<file path="src/rtl/baud_pkg.sv">
// Shared definitions for the fractional baud generator:
// rate select codes, the standard rate table and the divisor math.
package baud_pkg;

    typedef enum logic [2:0] {
        BAUD_2400   = 3'd0,
        BAUD_4800   = 3'd1,
        BAUD_9600   = 3'd2,
        BAUD_19200  = 3'd3,
        BAUD_38400  = 3'd4,
        BAUD_57600  = 3'd5,
        BAUD_115200 = 3'd6,
        BAUD_CUSTOM = 3'd7
    } baud_sel_e;

    localparam int unsigned NUM_RATES = 7;

    localparam int unsigned BAUD_RATES [NUM_RATES] = '{
        2400, 4800, 9600, 19200, 38400, 57600, 115200
    };

    // Smallest usable integer part of a divisor
    localparam int unsigned MIN_INT_DIV = 2;

    // Rounded fixed-point divisor: clk * 2^frac / (rate * os)
    function automatic longint unsigned div_calc(
        input int unsigned clk_hz,
        input int unsigned rate,
        input int unsigned os,
        input int unsigned frac_bits
    );
        longint unsigned num;
        longint unsigned den;
        num = 64'(clk_hz) << frac_bits;
        den = 64'(rate) * 64'(os);
        return (num + den / 2) / den;
    endfunction

endpackage

</file>
<file path="src/rtl/frac_tick_div.sv">
// Fractional-N tick divider: periods of I or I+1 cycles, chosen
// by the carry of a phase accumulator so the mean period is I.F.
module frac_tick_div
    import baud_pkg::*;
#(
    parameter int unsigned INT_W  = 16,
    parameter int unsigned FRAC_W = 4
) (
    input  logic              Clock,
    input  logic              ResetN,
    input  logic              clear,
    input  logic              run,
    input  logic [INT_W-1:0]  I,
    input  logic [FRAC_W-1:0] F,
    output logic              tick
);

    logic [INT_W-1:0]  cnt_q, cnt_d;
    logic [FRAC_W-1:0] acc_q, acc_d;
    logic              extra_q, extra_d;
    logic [INT_W:0]    last;

    assign last = {1'b0, I} + {{INT_W{1'b0}}, extra_q} - (INT_W+1)'(1);
    assign tick = run && !clear && ({1'b0, cnt_q} == last);

    // Next count and phase; a carry stretches the following period
    always_comb begin
        cnt_d   = cnt_q + INT_W'(1);
        acc_d   = acc_q;
        extra_d = extra_q;
        if (!run || clear) begin
            cnt_d   = '0;
            acc_d   = '0;
            extra_d = 1'b0;
        end else if (tick) begin
            cnt_d            = '0;
            {extra_d, acc_d} = {1'b0, acc_q} + {1'b0, F};
        end
    end

    // Divider state registers
    always_ff @(posedge Clock or negedge ResetN) begin
        if (!ResetN) begin
            cnt_q   <= '0;
            acc_q   <= '0;
            extra_q <= 1'b0;
        end else begin
            cnt_q   <= cnt_d;
            acc_q   <= acc_d;
            extra_q <= extra_d;
        end
    end

endmodule

</file>
<file path="src/rtl/baud_gen_frac.sv">
// Baud generator: picks a table or custom divisor, reloads on change,
// and derives sample, bit and bit-clock outputs from a fractional divider.
module baud_gen_frac
    import baud_pkg::*;
#(
    parameter int unsigned CLK_FREQ_HZ = 50000000,
    parameter int unsigned OVERSAMPLE  = 16,
    parameter int unsigned DIV_WIDTH   = 16,
    parameter int unsigned FRAC_BITS   = 4
) (
    input  logic                           Clock,
    input  logic                           ResetN,
    input  logic                           Enable,
    input  logic [2:0]                     BaudSel,
    input  logic [DIV_WIDTH+FRAC_BITS-1:0] CustomDiv,
    output logic                           SampleTick,
    output logic                           BaudTick,
    output logic                           BaudClk,
    output logic                           RateChange,
    output logic [DIV_WIDTH+FRAC_BITS-1:0] DivActive
);

    localparam int unsigned DW  = DIV_WIDTH + FRAC_BITS;
    localparam int unsigned OSW = $clog2(OVERSAMPLE);

    localparam logic [DW-1:0]  MIN_DIV = DW'(MIN_INT_DIV) << FRAC_BITS;
    localparam logic [DW-1:0]  RST_DIV = DW'(div_calc(CLK_FREQ_HZ,
        BAUD_RATES[0], OVERSAMPLE, FRAC_BITS));
    localparam logic [OSW-1:0] OS_LAST = OSW'(OVERSAMPLE - 1);
    localparam logic [OSW-1:0] OS_HALF = OSW'(OVERSAMPLE / 2);

    logic [DW-1:0]  cand [8];
    logic [DW-1:0]  sel_raw, sel_div;
    logic [DW-1:0]  div_q;
    logic           load, tick;
    logic           st_q, bt_q, bt_d, bclk_q, bclk_d, rc_q;
    logic [OSW-1:0] os_q, os_d;

    for (genvar g = 0; g < NUM_RATES; g++) begin : g_tbl
        localparam longint unsigned D = div_calc(CLK_FREQ_HZ,
            BAUD_RATES[g], OVERSAMPLE, FRAC_BITS);
        assign cand[g] = DW'(D);
    end
    assign cand[BAUD_CUSTOM] = CustomDiv;

    assign sel_raw = cand[BaudSel];

    // Keep the integer part large enough for the divider to cycle
    always_comb begin
        sel_div = sel_raw;
        if (sel_raw[DW-1:FRAC_BITS] < DIV_WIDTH'(MIN_INT_DIV)) begin
            sel_div = MIN_DIV;
        end
    end

    assign load = (sel_div != div_q);

    frac_tick_div #(
        .INT_W  (DIV_WIDTH),
        .FRAC_W (FRAC_BITS)
    ) u_div (
        .Clock  (Clock),
        .ResetN (ResetN),
        .clear  (load),
        .run    (Enable),
        .I      (div_q[DW-1:FRAC_BITS]),
        .F      (div_q[FRAC_BITS-1:0]),
        .tick   (tick)
    );

    // Oversample position, bit boundary and bit-clock level
    always_comb begin
        os_d = os_q;
        bt_d = 1'b0;
        if (load || !Enable) begin
            os_d = '0;
        end else if (tick) begin
            bt_d = (os_q == OS_LAST);
            os_d = bt_d ? '0 : os_q + OSW'(1);
        end
        bclk_d = Enable && (os_d < OS_HALF);
    end

    // Registered divisor and outputs
    always_ff @(posedge Clock or negedge ResetN) begin
        if (!ResetN) begin
            div_q  <= RST_DIV;
            rc_q   <= 1'b0;
            st_q   <= 1'b0;
            bt_q   <= 1'b0;
            bclk_q <= 1'b0;
            os_q   <= '0;
        end else begin
            div_q  <= sel_div;
            rc_q   <= load;
            st_q   <= tick;
            bt_q   <= bt_d;
            bclk_q <= bclk_d;
            os_q   <= os_d;
        end
    end

    assign SampleTick = st_q;
    assign BaudTick   = bt_q;
    assign BaudClk    = bclk_q;
    assign RateChange = rc_q;
    assign DivActive  = div_q;

endmodule

</file>
<file path="config.mk">
export PLATFORM = sky130hd
export DESIGN_NAME = baud_gen_frac
export DESIGN_NICKNAME = d
export VERILOG_FILES = /design/src/rtl/baud_pkg.sv /design/src/rtl/frac_tick_div.sv /design/src/rtl/baud_gen_frac.sv
export SDC_FILE = /design/constraint.sdc
export NUM_CORES = 1
export LEC_CHECK = 0
export BUFFER_PORTS_ARGS = -buffer_cell sky130_fd_sc_hd__buf_2
export CELL_PAD_IN_SITES_DETAIL_PLACEMENT = 1
export CELL_PAD_IN_SITES_GLOBAL_PLACEMENT = 1
export CORE_ASPECT_RATIO = 1.5
export CORE_MARGIN = 5
export CORE_UTILIZATION = 30
export CTS_CLUSTER_DIAMETER = 40
export DETAILED_ROUTE_END_ITERATION = 7
export GPL_TIMING_DRIVEN = 0
export PLACE_DENSITY = 0.6
export SYNTH_ARGS = -nofsm -noshare
export SYNTH_HDL_FRONTEND = slang
export SYNTH_SLANG_ARGS = --single-unit
</file>
<file path="constraint.sdc">
create_clock -name Clock -period 9.6 [get_ports Clock]
set_input_delay 0.96 -clock Clock [delete_from_list [all_inputs] [get_ports Clock]]
set_output_delay 0.96 -clock Clock [all_outputs]
set_load 0.01 [all_outputs]
</file>
After elaboration in Yosys (flattened, before gate mapping):

Index checks and enable logic that the tools add are counted.

* bitwise logic cells: 1
* multiplexer cells: 15
* add/sub/neg operators: 5
* $lt $le $gt $ge: 3
* equality and inequality tests: 3
* reductions and logical operators: 7

Operators by type and width (number)
* binary-select mux 20 bit (select 3 bit): 1
* 2-to-1 mux 20 bit: 3
* 2-to-1 mux 16 bit: 2
* 2-to-1 mux 4 bit: 5
* != test 20 bit: 1
* adder 16 x 1 -> 17 bit: 1
* equality test 16 x 17 -> 1 bit: 1
* subtractor 17 x 1 -> 17 bit, second input constant: 1
* adder 16 x 1 -> 16 bit, second input constant: 1
* less-than comparator 16 x 2 -> 1 bit, second input constant: 1
* adder 4 x 4 -> 5 bit: 1
* adder 4 x 1 -> 4 bit, second input constant: 1
* equality test 4 bit, second input constant: 1
* greater-or-equal comparator 4 bit, second input constant: 1
* less-than comparator 4 bit, second input constant: 1
* 2-to-1 mux 1 bit: 4
* NOT 3 -> 4 bit: 1
* logical AND 1 bit: 3
* zero test 1 bit: 2
* nonzero test 2 bit: 1
* logical OR 1 bit: 1

* input bits: 26
* flip-flop bits (word level): 49
* output and inout bits: 24
* logic and storage cells: 43

Longest topological paths before layout:

* depth in word-level cells: 14
* mapped depth: 13
* gate-level depth less buffers: 10

Cells and area by module:

Synthesis repeated with hierarchy kept, for this count alone.

* cell total of the unflattened synthesis: 356
* area total of the unflattened synthesis: 3316.9 µm²

Modules (own cells, without submodules)
* baud_gen_frac: instances 1, area an instance 1691.6 µm², cells each 174, sequential area each 708.2 µm²
* frac_tick_div: instances 1, area an instance 1625.3 µm², cells each 182, sequential area each 525.5 µm²

Least setup slack after synthesis:

No wires, ideal clock.

* path type: input -> register
* from: input BaudSel[1]
* to: register os_q[3]
* buffers on the path: 3
* arrival time: 3388 ps
* library setup time: 86 ps
* stages on the path: 12
* setup slack: 6126 ps
* data required time: 9514 ps
* cell sequence: buf_4 -> buf_2 -> inv_1 -> ha_1 -> o21bai_1 -> o21ai_1 -> a2111oi_4 -> or4_4 -> a2111oi_4 -> nand3_1 -> buf_2 -> nor3_1

* cells in the longest elaborated chain, start to end: 12
* elaborated cells on any way between the ends: 13
* those cells by class: order compare (1); eq/ne (1); mux (6); bitwise (1); reduce/logical (4)

Ends and longest elaborated chain
* start: declaration: RTL line baud_gen_frac.sv:14 `input logic [2:0] BaudSel,`
* NOT 3 -> 4 bit (not written as such) (*): RTL line baud_gen_frac.sv:46 `assign sel_raw = cand[BaudSel];`
* binary-select mux 20 bit (select 3 bit) (*): RTL line baud_gen_frac.sv:46
* 2-to-1 mux 20 bit (not written as such) (*) (2 in a row): RTL line baud_gen_frac.sv:46
* less-than comparator 16 x 2 -> 1 bit: RTL line baud_gen_frac.sv:51 `if (sel_raw[DW-1:FRAC_BITS] < DIV_WIDTH'(MIN_INT_DIV)) begin`
* 2-to-1 mux 20 bit (*): RTL line baud_gen_frac.sv:51
* via sel_div[12]: RTL line baud_gen_frac.sv:33 `logic [DW-1:0] sel_raw, sel_div;`
* != test 20 bit (*): RTL line baud_gen_frac.sv:56 `assign load = (sel_div != div_q);`
* zero test 1 bit: RTL line frac_tick_div.sv:24 `assign tick = run && !clear && ({1'b0, cnt_q} == last);`
* logical AND 1 bit (2 in a row): RTL line frac_tick_div.sv:24
* 2-to-1 mux 4 bit: RTL line baud_gen_frac.sv:77 `end else if (tick) begin`
* 2-to-1 mux 4 bit (*): RTL line baud_gen_frac.sv:75 `if (load || !Enable) begin`
* via os_d[3]: RTL line baud_gen_frac.sv:37 `logic [OSW-1:0] os_q, os_d;`
* end signal: assignment: RTL line baud_gen_frac.sv:99 `os_q <= os_d;`
* end: declaration: RTL line baud_gen_frac.sv:37

Mark *: on every way through the listed nets, which the timed path passes. The rest lies on a longest branch. The select of a mux whose other input is x is not followed.
A chain may end at the register's enable or synchronous reset.

Worst setup path after layout:

* from: input BaudSel[1]
* to: register bt_q, in the netlist BaudTick

* cells in the longest elaborated chain, start to end: 12
* elaborated cells on any way between the ends: 13
* those cells by class: order compare (1); eq/ne (1); mux (6); bitwise (1); reduce/logical (4)

Ends and longest elaborated chain
* NOT 3 -> 4 bit (not written as such) (*): RTL line baud_gen_frac.sv:46
* binary-select mux 20 bit (select 3 bit) (*): RTL line baud_gen_frac.sv:46
* 2-to-1 mux 20 bit (not written as such) (*) (2 in a row): RTL line baud_gen_frac.sv:46
* less-than comparator 16 x 2 -> 1 bit: RTL line baud_gen_frac.sv:51
* 2-to-1 mux 20 bit (*): RTL line baud_gen_frac.sv:51
* via sel_div[12]: RTL line baud_gen_frac.sv:33
* != test 20 bit (*): RTL line baud_gen_frac.sv:56
* zero test 1 bit: RTL line frac_tick_div.sv:24
* logical AND 1 bit (2 in a row): RTL line frac_tick_div.sv:24
* 2-to-1 mux 1 bit: RTL line baud_gen_frac.sv:77
* 2-to-1 mux 1 bit (*): RTL line baud_gen_frac.sv:75
* via bt_d: RTL line baud_gen_frac.sv:36 `logic st_q, bt_q, bt_d, bclk_q, bclk_d, rc_q;`
* end signal: assignment: RTL line baud_gen_frac.sv:97 `bt_q <= bt_d;`
* end: declaration: RTL line baud_gen_frac.sv:36

Marked as above.

==> metrics.cfg <==
[yosys]
synth-adder-area-share_pct = 4.83
yosys.area_share.simple_pct = 27.3
synth_top_family_by_area = simple AND/OR/NAND/NOR gates
muxShareOfSynthArea_pct = 0.284
yosysSeqAreaShare_pct = 35.1
synth.distinct_cells = 66
synth_edf_count = 0
synth_ff_type = dfrtp_1
syn_area_um2 = 3520
synth-seq-cells = 49
netlist_instances = 383
synthXorXnorAreaFrac_pct = 10.5
synth-async-reset-ratio_pct = 100
avgSynthCellArea_um2 = 9.19
synth_compound_area_share_pct = 16.8
syn_nets = 422
yosysWarnings = 0

[clock_network]
htree_num_levels = 2
clk_latency_ns = 0.29
cts_num_sinks = 49
cts_resized = 0
cts_buffer_depth = 2
hold_buffers = 0
cts_tree = done
cts_setup_buffers = 0
ctsRootBufferMaster = clkbuf_16
clk_pin_slew_worst_paths_ns = 0.06
cts_buffers = 5

[place]
io_buffers = 49
dp_cells = 582
gp_congestion = 0.898
dpl-instance-area_um2 = 3950
dpl.hpwl_mm = 8.95
preCtsSetupSlack_ns = 5.24

[power_and_ir_drop]
p_total_uw = 492
switching_share_pct = 29.2
cellPowerDensity_nw_per_um2 = 120
p_int_uw = 348
vdd_ir_drop_max_uv = 70.1
leakage_nw = 1.72
clockPowerShare_pct = 35.1
p_comb_share_pct = 19.4
p_switching_uw = 144
seq_power_share_pct = 45.5

[routing]
drt-initial-drc-count = 103
drcViolationCount = 0
wl_mm = 11.0
via_per_inst = 5.25
wl_per_cell_um = 18.7
ant_nets = 0
vias = 3096
first_pass_iters = 4

[critical_path]
cp_data_arrival_time_ns = 4.27
cp.required_ns = 9.81
path_max_fanout = 10
timing_worst_setup_path_type = input port to flop
critPathCaptureType = flop
critPathLaunchType = input port

[grt]
grt_pass1_wl_mm = 18.0
grt_overflow_total = 0
grt_pass1_vias = 3420
grt_max_degree = 50
antenna_found_initial = 0
track_usage_pct = 16.2

[sta]
fin_ws_ns = 5.54
hold_slack_ns = 0.566
rsz0062_at_grt = no
setup_violations = 0
min_period_ns = 4.06
finalSetupTns_ns = 0
hold_viol_final = 0
drv_slew = 0
clock.fmax_mhz = 246
period_share_pct = 42.3
tightest_slew_ns = 1.14
finalClockSkew_ns = 0.00384
slew_headroom_pct = 23.9

[finish]
seqCellArea_um2 = 1230
multi_input_area_um2 = 2100
synthToLayoutAreaGrowth_pct = 16.2
final_layout_size_suffix_gt1_share_pct = 22.3
final_cell_mix = buf_2 (56), dfrtp_1 (43), xnor2_1 (25)
final_util_pct = 35.5
layout_commonest_cell = buf_2
postLayoutCellArea_um2 = 4090
finalNetCount = 478
stdcell_count = 590
num_antenna_cells = 0
fill_cells = 1384

[floorplanning]
floorplan.initialDensity_pct = 30.5
dieHeight_um = 143
dieArea_um2 = 14000
core_um2 = 11500
ios = 50
rows = 48
die_w_um = 98.4

[run_status]
status = finished clean

[job]
max_cap_viol_count = 0

[hold_path]
hold_path.class = flop to flop

[flip-flops by register name (all words and copies together), names as in the netlist]
signal	cells
RateChange	1
SampleTick	1
u_div.cnt_q	16
u_div.acc_q	4
DivActive	20
BaudClk	1
os_q	4
BaudTick	1
u_div.extra_q	1
[layout make-up]
type,count,share of cell area (%)
buffer,19,3.06
clock buffer,7,3.24
clock inverter,1,0.122
inverter,16,1.47
multi-input combinational,299,51.4
sequential,49,30.2
tap,150,4.59
timing repair buffer,49,6.00
[synth_stat cells (6+ instances only)]
master   number  area share, %
nand3_1      23            3.3
inv_1        16            1.7
and2_1        6            1.1
nor2_2       10            1.8
nor2_1       23            2.5
nor3_1        8            1.1
o22ai_1       7            1.2
xnor2_1      25            6.2
nand2_1      23            2.5
and3_1       10            1.8
o21ai_0      12            1.7
nor3b_1       6            1.3
nor4_1        6            1.1
buf_2         7            1.0
ha_1         12            4.3
xor2_1       17            4.2
dfstp_2       6            4.5
dfrtp_1      43             31
a21oi_1      17            2.4
nand4_1       9            1.6
nor2b_1      12            2.1
[power by group through the flow]
| stage | Sequential (mW) | Combinational [mW] | Clock [mW] |
|---|---|---|---|
| floorplan | 0.227 | 0.0590 | 0 |
| global placement | 0.228 | 0.0948 | 0 |
| detailed placement | 0.228 | 0.0967 | 0 |
| CTS | 0.224 | 0.0972 | 0.178 |
| global route | 0.225 | 0.105 | 0.188 |
| finish | 0.224 | 0.0957 | 0.173 |
[critical path, cell delays in order]
cell       delay, ns
buf_2           0.11
buf_4           0.16
buf_2           0.19
inv_1           0.14
ha_1            0.25
o21bai_1        0.18
o21ai_1         0.32
a2111oi_4       0.14
or4_4           0.53
a2111oi_4       0.57
nand3_1         0.26
buf_2           0.25
nor3_1          0.20
[per-layer routing]
metal | global-route usage, % | up-vias | wire [um]
li1 | - | 1486 | -
met1 | 17.3 | 1523 | 4280
met2 | 31.6 | 67 | 6100
met3 | 1.86 | 20 | 264
met4 | 6.98 | 0 | 381
met5 | 0 | - | 0
[worst paths after layout]
path	end	depth (start not counted)	startpoint	slack, ns
min in group asynchronous	DivActive[9]$_DFF_PN0_	1	ResetN	0.89
max in group asynchronous	u_div.acc_q[2]$_DFFE_PN0P_	1	ResetN	8.00
max	BaudTick$_DFF_PN0_	13	BaudSel[1]	5.54
min reg2reg	u_div.cnt_q[0]$_DFF_PN0_	1	u_div.cnt_q[0]$_DFF_PN0_	0.57
max reg2reg	u_div.cnt_q[13]$_DFF_PN0_	12	DivActive[5]$_DFF_PN1_	5.93
min	u_div.cnt_q[0]$_DFF_PN0_	1	u_div.cnt_q[0]$_DFF_PN0_	0.57
[cells by family (layout without fill, tap and decap cells)]
family          Yosys count  after routing
compound gates           79             79
xor+xnor                 42             42
mux                       1              1
simple gates            164            164
flops                    49             49
buf+inv                  35             92
fa+ha+maj                13             13
Power figures use the tool's default switching activity.
